[src/rtl/riscv_pkg.sv]
// Shared front-end definitions: widths, reset PC, NOP encoding, major opcodes and the
// fetch-buffer entry layout.
package riscv_pkg;

  localparam int unsigned      XLEN      = 32;
  localparam logic [XLEN-1:0]  RESET_PC  = 32'h0000_0000;
  localparam logic [31:0]      NOP_INSTR = 32'h0000_0013;

  localparam logic [6:0] OP_R    = 7'b0110011;
  localparam logic [6:0] OP_B    = 7'b1100011;
  localparam logic [6:0] OP_LOAD = 7'b0000011;
  localparam logic [6:0] OP_IMM  = 7'b0010011;
  localparam logic [6:0] OP_S    = 7'b0100011;
  localparam logic [6:0] OP_JAL  = 7'b1101111;

  typedef struct packed {
    logic [XLEN-1:0] pc;
    logic [31:0]     instr;
  } fetch_entry_t;

endpackage

[src/rtl/fetch_fifo.sv]
// Small synchronous FIFO with flush, used for the PC-tag queue and the instruction buffer.
// DEPTH must be a power of two so the pointers wrap on their own.
module fetch_fifo
  import riscv_pkg::*;
#(
  parameter int unsigned DEPTH = 2,
  parameter type         T     = fetch_entry_t
) (
  input  logic                         clk,
  input  logic                         rst_n,
  input  logic                         flush_i,
  input  logic                         push_i,
  input  T                             data_i,
  input  logic                         pop_i,
  output T                             head_o,
  output logic [$clog2(DEPTH+1)-1:0]   count_o,
  output logic                         full_o,
  output logic                         empty_o
);

  localparam int unsigned AW = (DEPTH > 1) ? $clog2(DEPTH) : 1;
  localparam int unsigned CW = $clog2(DEPTH + 1);

  T              mem_q [DEPTH];
  logic [AW-1:0] wr_q, rd_q;
  logic [CW-1:0] cnt_q;
  logic          do_push, do_pop;

  assign full_o  = (cnt_q == CW'(DEPTH));
  assign empty_o = (cnt_q == '0);
  assign do_pop  = pop_i && !empty_o;
  assign do_push = push_i && (!full_o || do_pop);

  always_ff @(posedge clk or negedge rst_n) begin
    if (!rst_n) begin
      wr_q  <= '0;
      rd_q  <= '0;
      cnt_q <= '0;
    end else if (flush_i) begin
      wr_q  <= '0;
      rd_q  <= '0;
      cnt_q <= '0;
    end else begin
      if (do_push) wr_q <= wr_q + AW'(1);
      if (do_pop)  rd_q <= rd_q + AW'(1);
      cnt_q <= cnt_q + CW'(do_push) - CW'(do_pop);
    end
  end

  always_ff @(posedge clk) begin
    if (do_push && !flush_i) mem_q[wr_q] <= data_i;
  end

  assign head_o  = mem_q[rd_q];
  assign count_o = cnt_q;

`ifndef SYNTHESIS
  assert property (@(posedge clk) disable iff (!rst_n)
                   !(push_i && full_o && !pop_i && !flush_i))
    else $error("fetch_fifo: push into full FIFO");
`endif

endmodule

[src/rtl/instr_fetch_unit.sv]
// Instruction fetch stage: PC register, credit-limited imem requests, in-order response
// tagging and a registered instruction buffer feeding decode; redirects squash in-flight words.
module instr_fetch_unit #(
  parameter int unsigned     XLEN     = riscv_pkg::XLEN,
  parameter logic [XLEN-1:0] RESET_PC = riscv_pkg::RESET_PC,
  parameter int unsigned     DEPTH    = 2
) (
  input  logic            clk,
  input  logic            rst_n,
  output logic            imem_req_valid,
  input  logic            imem_req_ready,
  output logic [XLEN-1:0] imem_req_addr,
  input  logic            imem_rsp_valid,
  input  logic [31:0]     imem_rsp_data,
  input  logic            redirect_valid,
  input  logic [XLEN-1:0] redirect_pc,
  output logic            if_valid,
  input  logic            if_ready,
  output logic [XLEN-1:0] if_pc,
  output logic [31:0]     if_instr
);

  localparam int unsigned CW = $clog2(DEPTH + 1);

  typedef struct packed {
    logic [XLEN-1:0] pc;
    logic [31:0]     instr;
  } entry_t;

  logic            started_q;
  logic [XLEN-1:0] pc_q, pc_d;
  logic [CW-1:0]   drop_q, drop_d;
  logic [CW-1:0]   inflight, buf_count;
  logic [CW:0]     credits_used;
  logic [XLEN-1:0] tag_pc;
  entry_t          buf_in, buf_head;
  logic            tag_empty, tag_full, buf_empty, buf_full;
  logic            req_accept, rsp_keep, buf_pop;

  // Every in-flight or buffered word holds one credit, so a kept response always has room.
  assign credits_used   = {1'b0, inflight} + {1'b0, buf_count};
  assign imem_req_valid = started_q && (credits_used < (CW+1)'(DEPTH));
  assign imem_req_addr  = pc_q;
  assign req_accept     = imem_req_valid && imem_req_ready;

  assign rsp_keep = imem_rsp_valid && (drop_q == '0) && !redirect_valid;
  assign buf_in   = '{pc: tag_pc, instr: imem_rsp_data};

  assign if_valid = !buf_empty;
  assign buf_pop  = if_valid && if_ready;
  assign if_pc    = if_valid ? buf_head.pc    : pc_q;
  assign if_instr = if_valid ? buf_head.instr : riscv_pkg::NOP_INSTR;

  always_comb begin
    pc_d = pc_q;
    if (redirect_valid)  pc_d = {redirect_pc[XLEN-1:2], 2'b00};
    else if (req_accept) pc_d = pc_q + XLEN'(4);
  end

  // A redirect writes off everything still owed by imem, including this cycle's accept.
  always_comb begin
    drop_d = drop_q;
    if (redirect_valid)
      drop_d = inflight + CW'(req_accept) - CW'(imem_rsp_valid);
    else if (imem_rsp_valid && (drop_q != '0))
      drop_d = drop_q - CW'(1);
  end

  always_ff @(posedge clk or negedge rst_n) begin
    if (!rst_n) begin
      started_q <= 1'b0;
      pc_q      <= RESET_PC;
      drop_q    <= '0;
    end else begin
      started_q <= 1'b1;
      pc_q      <= pc_d;
      drop_q    <= drop_d;
    end
  end

  // Tags are never flushed: each outstanding response, kept or dropped, retires its tag.
  fetch_fifo #(.DEPTH(DEPTH), .T(logic [XLEN-1:0])) u_tag_q (
    .clk     (clk),
    .rst_n   (rst_n),
    .flush_i (1'b0),
    .push_i  (req_accept),
    .data_i  (pc_q),
    .pop_i   (imem_rsp_valid),
    .head_o  (tag_pc),
    .count_o (inflight),
    .full_o  (tag_full),
    .empty_o (tag_empty)
  );

  fetch_fifo #(.DEPTH(DEPTH), .T(entry_t)) u_ibuf (
    .clk     (clk),
    .rst_n   (rst_n),
    .flush_i (redirect_valid),
    .push_i  (rsp_keep),
    .data_i  (buf_in),
    .pop_i   (buf_pop),
    .head_o  (buf_head),
    .count_o (buf_count),
    .full_o  (buf_full),
    .empty_o (buf_empty)
  );

`ifndef SYNTHESIS
  assert property (@(posedge clk) disable iff (!rst_n) !(imem_rsp_valid && tag_empty))
    else $error("instr_fetch_unit: response with nothing in flight");
  assert property (@(posedge clk) disable iff (!rst_n) !(req_accept && tag_full))
    else $error("instr_fetch_unit: request beyond credit limit");
  assert property (@(posedge clk) disable iff (!rst_n) !(rsp_keep && buf_full && !buf_pop))
    else $error("instr_fetch_unit: kept response into full buffer");
`endif

endmodule

[config.mk]
export PLATFORM = sky130hd
export DESIGN_NAME = instr_fetch_unit
export DESIGN_NICKNAME = d
export VERILOG_FILES = /design/src/rtl/riscv_pkg.sv /design/src/rtl/fetch_fifo.sv /design/src/rtl/instr_fetch_unit.sv
export SDC_FILE = /design/constraint.sdc
export NUM_CORES = 1
export LEC_CHECK = 0
export ABC_AREA = 1
export BUFFER_PORTS_ARGS = -buffer_cell sky130_fd_sc_hd__buf_2
export CAP_MARGIN = 20
export CORE_MARGIN = 2
export CORE_UTILIZATION = 50
export CTS_CLUSTER_DIAMETER = 40
export DETAILED_ROUTE_END_ITERATION = 7
export MAX_ROUTING_LAYER = met4
export PLACE_DENSITY_LB_ADDON = 0.3
export SLEW_MARGIN = 10
export SYNTH_ARGS = -nofsm -noshare
export SYNTH_HDL_FRONTEND = slang
export SYNTH_SLANG_ARGS = --single-unit
[constraint.sdc]
create_clock -name clk -period 3.85 [get_ports clk]
set_input_delay 0.1925 -clock clk [delete_from_list [all_inputs] [get_ports clk]]
set_output_delay 0.1925 -clock clk [all_outputs]
set_load 0.01 [all_outputs]
# Word level (Yosys, flattened, before mapping)
# Memory sizes are Yosys's and may differ from the RTL's.
# Cells that the tools add are included.
dict set report word_totals {
  reg_bits 43
  mem_bits_rw 192
  out_inout_bits 98
  elab_cells 68
  memories 2
}
# name words word_bits rd rd_clocked_by_memory_dff write_ports line_no
set mem_list {}
lappend mem_list {u_ibuf.mem_q 2 64 1 0 1 fetch_fifo.sv:24} ;# T mem_q [DEPTH];
lappend mem_list {u_tag_q.mem_q 2 32 1 0 1 fetch_fifo.sv:24}
dict set report op_classes {
  addsub 13
  n_lt_le_gt_ge 1
  eq_ne 2
  n_mux 15
  n_reduce_logical 26
}
# operator count
set op_table {}
lappend op_table {{two-way mux 32 bit} 4}
lappend op_table {{adder 32 x 3 -> 32 bit (second input constant)} 1}
lappend op_table {{logical AND 1 bit} 11}
lappend op_table {{nonzero test 2 bit} 5}
lappend op_table {{two-way mux 1 bit} 8}
lappend op_table {{adder 2 x 1 -> 2 bit} 3}
lappend op_table {{zero test 2 bit} 3}
lappend op_table {{two-way mux 2 bit} 3}
lappend op_table {{subtractor 2 x 1 -> 2 bit} 3}
lappend op_table {{zero test 1 bit} 5}
lappend op_table {{adder 1 bit (second input constant)} 4}
lappend op_table {{== test 2 bit (second input constant)} 2}
lappend op_table {{adder 2 x 2 -> 3 bit} 1}
lappend op_table {{less-than comparator 3 x 2 -> 1 bit (second input constant)} 1}
lappend op_table {{logical OR 1 bit} 2}
lappend op_table {{subtractor 2 x 1 -> 2 bit (second input constant)} 1}

# Longest topological paths before layout
dict set report logic_depth {
  ltp_word 9
  mapped_depth 11
  mapped_depth_nobuf 11
}

# Modules after synthesis
# From an unflattened synthesis, not the netlist that was laid out.
dict set report hier_totals {
  cells_unflattened 1106
  area_unflattened_um2 10588.9
}
# module instances cells_per_inst area_per_inst_um2
set modules_own_cells {}
lappend modules_own_cells {{fetch_fifo (u_ibuf)} 1 373 4927.2}
lappend modules_own_cells {instr_fetch_unit 1 527 3059.2}
lappend modules_own_cells {{fetch_fifo (u_tag_q)} 1 206 2602.5}

# Least setup slack after synthesis
# Ideal clock, no wire load.
dict set report synth_path {
  path_type {reg2reg}
  from {reg drop_q[0]}
  to {mem u_ibuf.mem_q[0][0] (netlist name) (enable)}
  setup_ns 0.482
  arrival_ns 3.365
  setup_slack_ns 0.003
  path_stages_with_launch 5
  path_buffers 0
  cell_sequence {dfrtp_1 inv_1 ha_1 nand4_1 nor2_1}
}
dict set report synth_via {
  elab_chain_len 7
}
# item line_no
set synth_rtl {}
lappend synth_rtl {{start, declared} instr_fetch_unit.sv:32} ;# logic [CW-1:0] drop_q, drop_d;
lappend synth_rtl {{start signal, assigned} instr_fetch_unit.sv:77} ;# drop_q <= drop_d;
lappend synth_rtl {{zero test 2 bit} instr_fetch_unit.sv:46} ;# assign rsp_keep = imem_rsp_valid && (drop_q == '0) && !redirect_valid;
lappend synth_rtl {{logical AND 1 bit (2 in a row)} instr_fetch_unit.sv:46}
lappend synth_rtl {{logical AND 1 bit} fetch_fifo.sv:32} ;# assign do_push = push_i && (!full_o || do_pop);
lappend synth_rtl {{logical AND 1 bit} fetch_fifo.sv:51} ;# if (do_push && !flush_i) mem_q[wr_q] <= data_i;
lappend synth_rtl {{two-way mux 1 bit} fetch_fifo.sv:51}
lappend synth_rtl {{two-way mux 1 bit (not written as such)} fetch_fifo.sv:51}
lappend synth_rtl {{end, declared} fetch_fifo.sv:24}
# No other way between the ends.

# Worst setup path after layout
dict set report layout_path {
  from {reg u_ibuf.cnt_q[0] (netlist: u_ibuf.count_o[0])}
  to {mem u_tag_q.mem_q[1][29] (netlist name) (enable)}
}
dict set report layout_via {
  elab_chain_len 7
}
# item line_no
set layout_rtl {}
lappend layout_rtl {{start, declared} fetch_fifo.sv:26} ;# logic [CW-1:0] cnt_q;
lappend layout_rtl {{start signal, assigned} fetch_fifo.sv:46} ;# cnt_q <= cnt_q + CW'(do_push) - CW'(do_pop);
lappend layout_rtl {{adder 2 x 2 -> 3 bit} instr_fetch_unit.sv:41} ;# assign credits_used = {1'b0, inflight} + {1'b0, buf_count};
lappend layout_rtl {{less-than comparator 3 x 2 -> 1 bit} instr_fetch_unit.sv:42} ;# assign imem_req_valid = started_q && (credits_used < (CW+1)'(DEPTH));
lappend layout_rtl {{logical AND 1 bit} instr_fetch_unit.sv:42}
lappend layout_rtl {{logical AND 1 bit} instr_fetch_unit.sv:44} ;# assign req_accept = imem_req_valid && imem_req_ready;
lappend layout_rtl {{logical AND 1 bit} fetch_fifo.sv:32}
lappend layout_rtl {{two-way mux 1 bit} fetch_fifo.sv:51}
lappend layout_rtl {{two-way mux 1 bit (not written as such)} fetch_fifo.sv:51}
lappend layout_rtl {{end, declared} fetch_fifo.sv:24}
# No other way between the ends.

==> flow_summary.ini <==
[timing]
fin_crit_sh_pct = 69.9
period_minus_slack_ps = 2690
layout_setup_ws_ps = 1160
worst_hold_slack_ps = 31.2
rsz0062_at_grt = no
drv_slew = 0
relSlewSlack_pct = 40.4
finClkSkew_ps = 14.2
finalHoldViolCount = 0
tightest_slew_ps = 895
fmax_ghz = 0.371
setup_violations = 0
setup_tns_ps = 0

[floorplan]
core_region_area_sq_um = 19300
dieArea_sq_um = 20700
die_w_microns = 144
start_util_pct = 50.7
rows = 51
num_io_pins = 168
die_y_microns = 144

[detailed_routing]
drt_iter0_markers = 565
drt-wirelength-per-cell_microns = 16.5
num_vias = 7472
drc = 0
drt_wl_total_microns = 23900
drtAntennaViolNets = 0
vias_per_cell = 5.15
drtPass1Iterations = 5

[place]
dp_hpwl_microns = 14700
port_buffers = 161
gp_congestion = 0.941
preCtsSetupSlack_ps = 1170
dpl-instance-area_sq_um = 10900

[pwr]
p_leak_nw = 5.32
vdd.ir_drop.worst_mv = 0.629
p_per_area_nw_per_um2 = 723

[worst_setup_path]
reg2reg_depth = 9
slowest_delay_ps = 480
path_buf_inv = 3
r2r_setup_slack_ps = 1160
crit_required_ps = 4040
worst-path-max-fanout = 27
crit_type = reg2reg
path_cells = nand2_1, inv_1, fa_1, nor2_2, nand3_2, a31oi_2, inv_1, nor2_2, buf_4
critPathTopFamily = simple AND/OR/NAND/NOR gates
r2r-end = u_tag_q.mem_q[1][29]$_DFFE_PP_
end_kind = register
timing.rr.start = u_ibuf.count_o[0]$_DFF_PN0_
cp_slowest_cell = fa_1
worstSetupStartpointType = register
arrival_ps = 2880

[synthesis]
yosysSeqAreaShare_pct = 66.8
netlist_area_sq_um = 9800
synth_top_area_share_pct = 56.4
yosysWarningCount = 0
synth_area_leaders = edfxtp_1, nand2_1, dfrtp_1, a21oi_1, nand3_1
synth_cell_types = 32
synth-seq-cells = 225
netlist.top_cell.by_area = edfxtp_1
avgSynthCellArea_sq_um = 10.5
syn_inst = 934

[clocking]
root_buffer = clkbuf_16
cts_max_level = 1
cts_buffer_depth = 3
insertion_delay_ps = 540
clk_transition_reported_paths_ps = 60
clock-sinks = 225
cts_resized = 0
cts_buffers = 30
cts_tree = done

[global_route]
grt_usage_pct = 23.1
grt_pass1_vias = 7279
overflow = 0
grt_max_degree = 66
antenna_found_initial = 0
grt_pass1_wl_microns = 36300

[worst_hold_path]
hold_path_class = in2reg
worst_hold_startpoint = redirect_pc[19]
holdPathStages = 5
min_to = imem_req_addr[19]$_DFFE_PN0P_

[cells_and_area]
synthToLayoutAreaGrowth_pct = 27.8
final_cell_area_sq_um = 12500
fillCellCount = 1481
drive_above_1_share_pct = 21.3
diodes = 0
nNetsFinal = 1240

[status]
status = finished clean

[job]
timing.max_cap.violations = 0
-- layout by cell type, fill, tap and decap left out, types with 18 or more instances in the layout --
cell type	count
a21oi_1	78
a22oi_1	18
buf_2	161
clkbuf_16	31
dfrtp_1	40
dlygate4sd3_1	62
edfxtp_1	184
inv_1	60
nand2_1	320
nand3_1	48
nor2_1	52
o21ai_0	22
-- worst max-delay path by stage --
stage / to / slack (ps) / depth (start not counted) / start
after floorplan: u_ibuf.mem_q[0][0]$_DFFE_PP_ / 3 / 4 / drop_q[0]$_DFFE_PN0P_
after global placement: u_tag_q.mem_q[1][23]$_DFFE_PP_ / 1230 / 9 / u_ibuf.count_o[0]$_DFF_PN0_
after detailed placement: u_tag_q.mem_q[1][21]$_DFFE_PP_ / 1170 / 9 / u_ibuf.count_o[0]$_DFF_PN0_
after CTS: u_tag_q.mem_q[1][29]$_DFFE_PP_ / 1150 / 9 / u_ibuf.count_o[0]$_DFF_PN0_
after global routing: u_tag_q.mem_q[1][28]$_DFFE_PP_ / 1040 / 9 / u_ibuf.count_o[0]$_DFF_PN0_
final: u_tag_q.mem_q[1][29]$_DFFE_PP_ / 1160 / 9 / u_ibuf.count_o[0]$_DFF_PN0_
-- state kept, by name, summed over array words and instances (netlist names) --
name             count
u_ibuf.mem_q       124
u_tag_q.mem_q       60
imem_req_addr       30
drop_q               2
u_ibuf.count_o       2
u_tag_q.count_o      2
started_q            1
u_ibuf.rd_q          1
u_ibuf.wr_q          1
u_tag_q.rd_q         1
u_tag_q.wr_q         1
-- cell type report --
cell class	count	area, sq um	area share, %
Clock buffer	34	787	6.28
Clock inverter	22	239	1.91
Inverter	64	240	1.92
Multi-Input combinational cell	606	2840	22.7
Sequential cell	225	6550	52.3
Tap cell	265	332	2.65
Timing Repair Buffer	234	1530	12.2
-- synth_stat cells, drive strengths merged --
| master | count |
|---|---|
| nand2 | 325 |
| edfxtp | 184 |
| a21oi | 78 |
| nor2 | 67 |
| inv | 64 |
| nand3 | 49 |
| dfrtp | 41 |
| o21ai | 22 |
| buf | 21 |
| clkbuf | 21 |
| a22oi | 18 |
| o21bai | 9 |
| ha | 8 |
| xor2 | 8 |
| xnor2 | 4 |
| a31oi | 3 |
| o211ai | 3 |
| and2 | 2 |
| conb | 2 |
| fa | 1 |
| nand4 | 1 |
| nor3 | 1 |
| nor3b | 1 |
| or2 | 1 |
-- routing by layer --
metal / vias up / global-route usage (%) / wire length [microns]
li1: 3599 / - / -
met1: 3536 / 30.0 / 10500
met2: 287 / 37.3 / 11200
met3: 50 / 4.14 / 1630
met4: 0 / 7.33 / 598
met5: - / - / 0
-- where the power goes --
part / total, W / internal (W) / switching, W
Sequential: 0.00336 / 0.00309 / 0.000265
Combinational: 0.00292 / 0.00100 / 0.00192
Clock: 0.00278 / 0.00170 / 0.00108
Total: 0.00906 / 0.00580 / 0.00326
-- cells by family after synthesis --
group / Yosys count / synth area share, %
fa+ha+maj: 9 / 1.23
flops: 225 / 66.8
xor+xnor: 12 / 1.07
simple gates: 447 / 18.6
compound gates: 133 / 7.66
other cells: 2 / 0.0766
buf+inv: 106 / 4.52
-- through the flow --
step	total power [W]	instances	util (%)
finish	0.00906	1450	64.8
global route	0.00959	1450	64.8
CTS	0.00910	1449	64.7
detailed placement	0.00627	1331	56.2
global placement	0.00618	1331	56.2
floorplan	0.00514	937	-
-- worst min-delay path, delay by kind of cell --
| family | cells | cell delay, ps |
|---|---|---|
| AO/OA/AOI/OAI | 1 | 90 |
| buffers and inverters | 2 | 110 |
| AND/OR/NAND/NOR | 2 | 130 |
-- timing repair --
| item | in CTS | in global routing |
|---|---|---|
| buffers inserted | 0 | 0 |
| endpoints found under the hold margin | 134 | 0 |
| setup endpoints to repair | 0 | 0 |
| hold buffers | 62 | 0 |
Power figures use the tool's default switching activity.
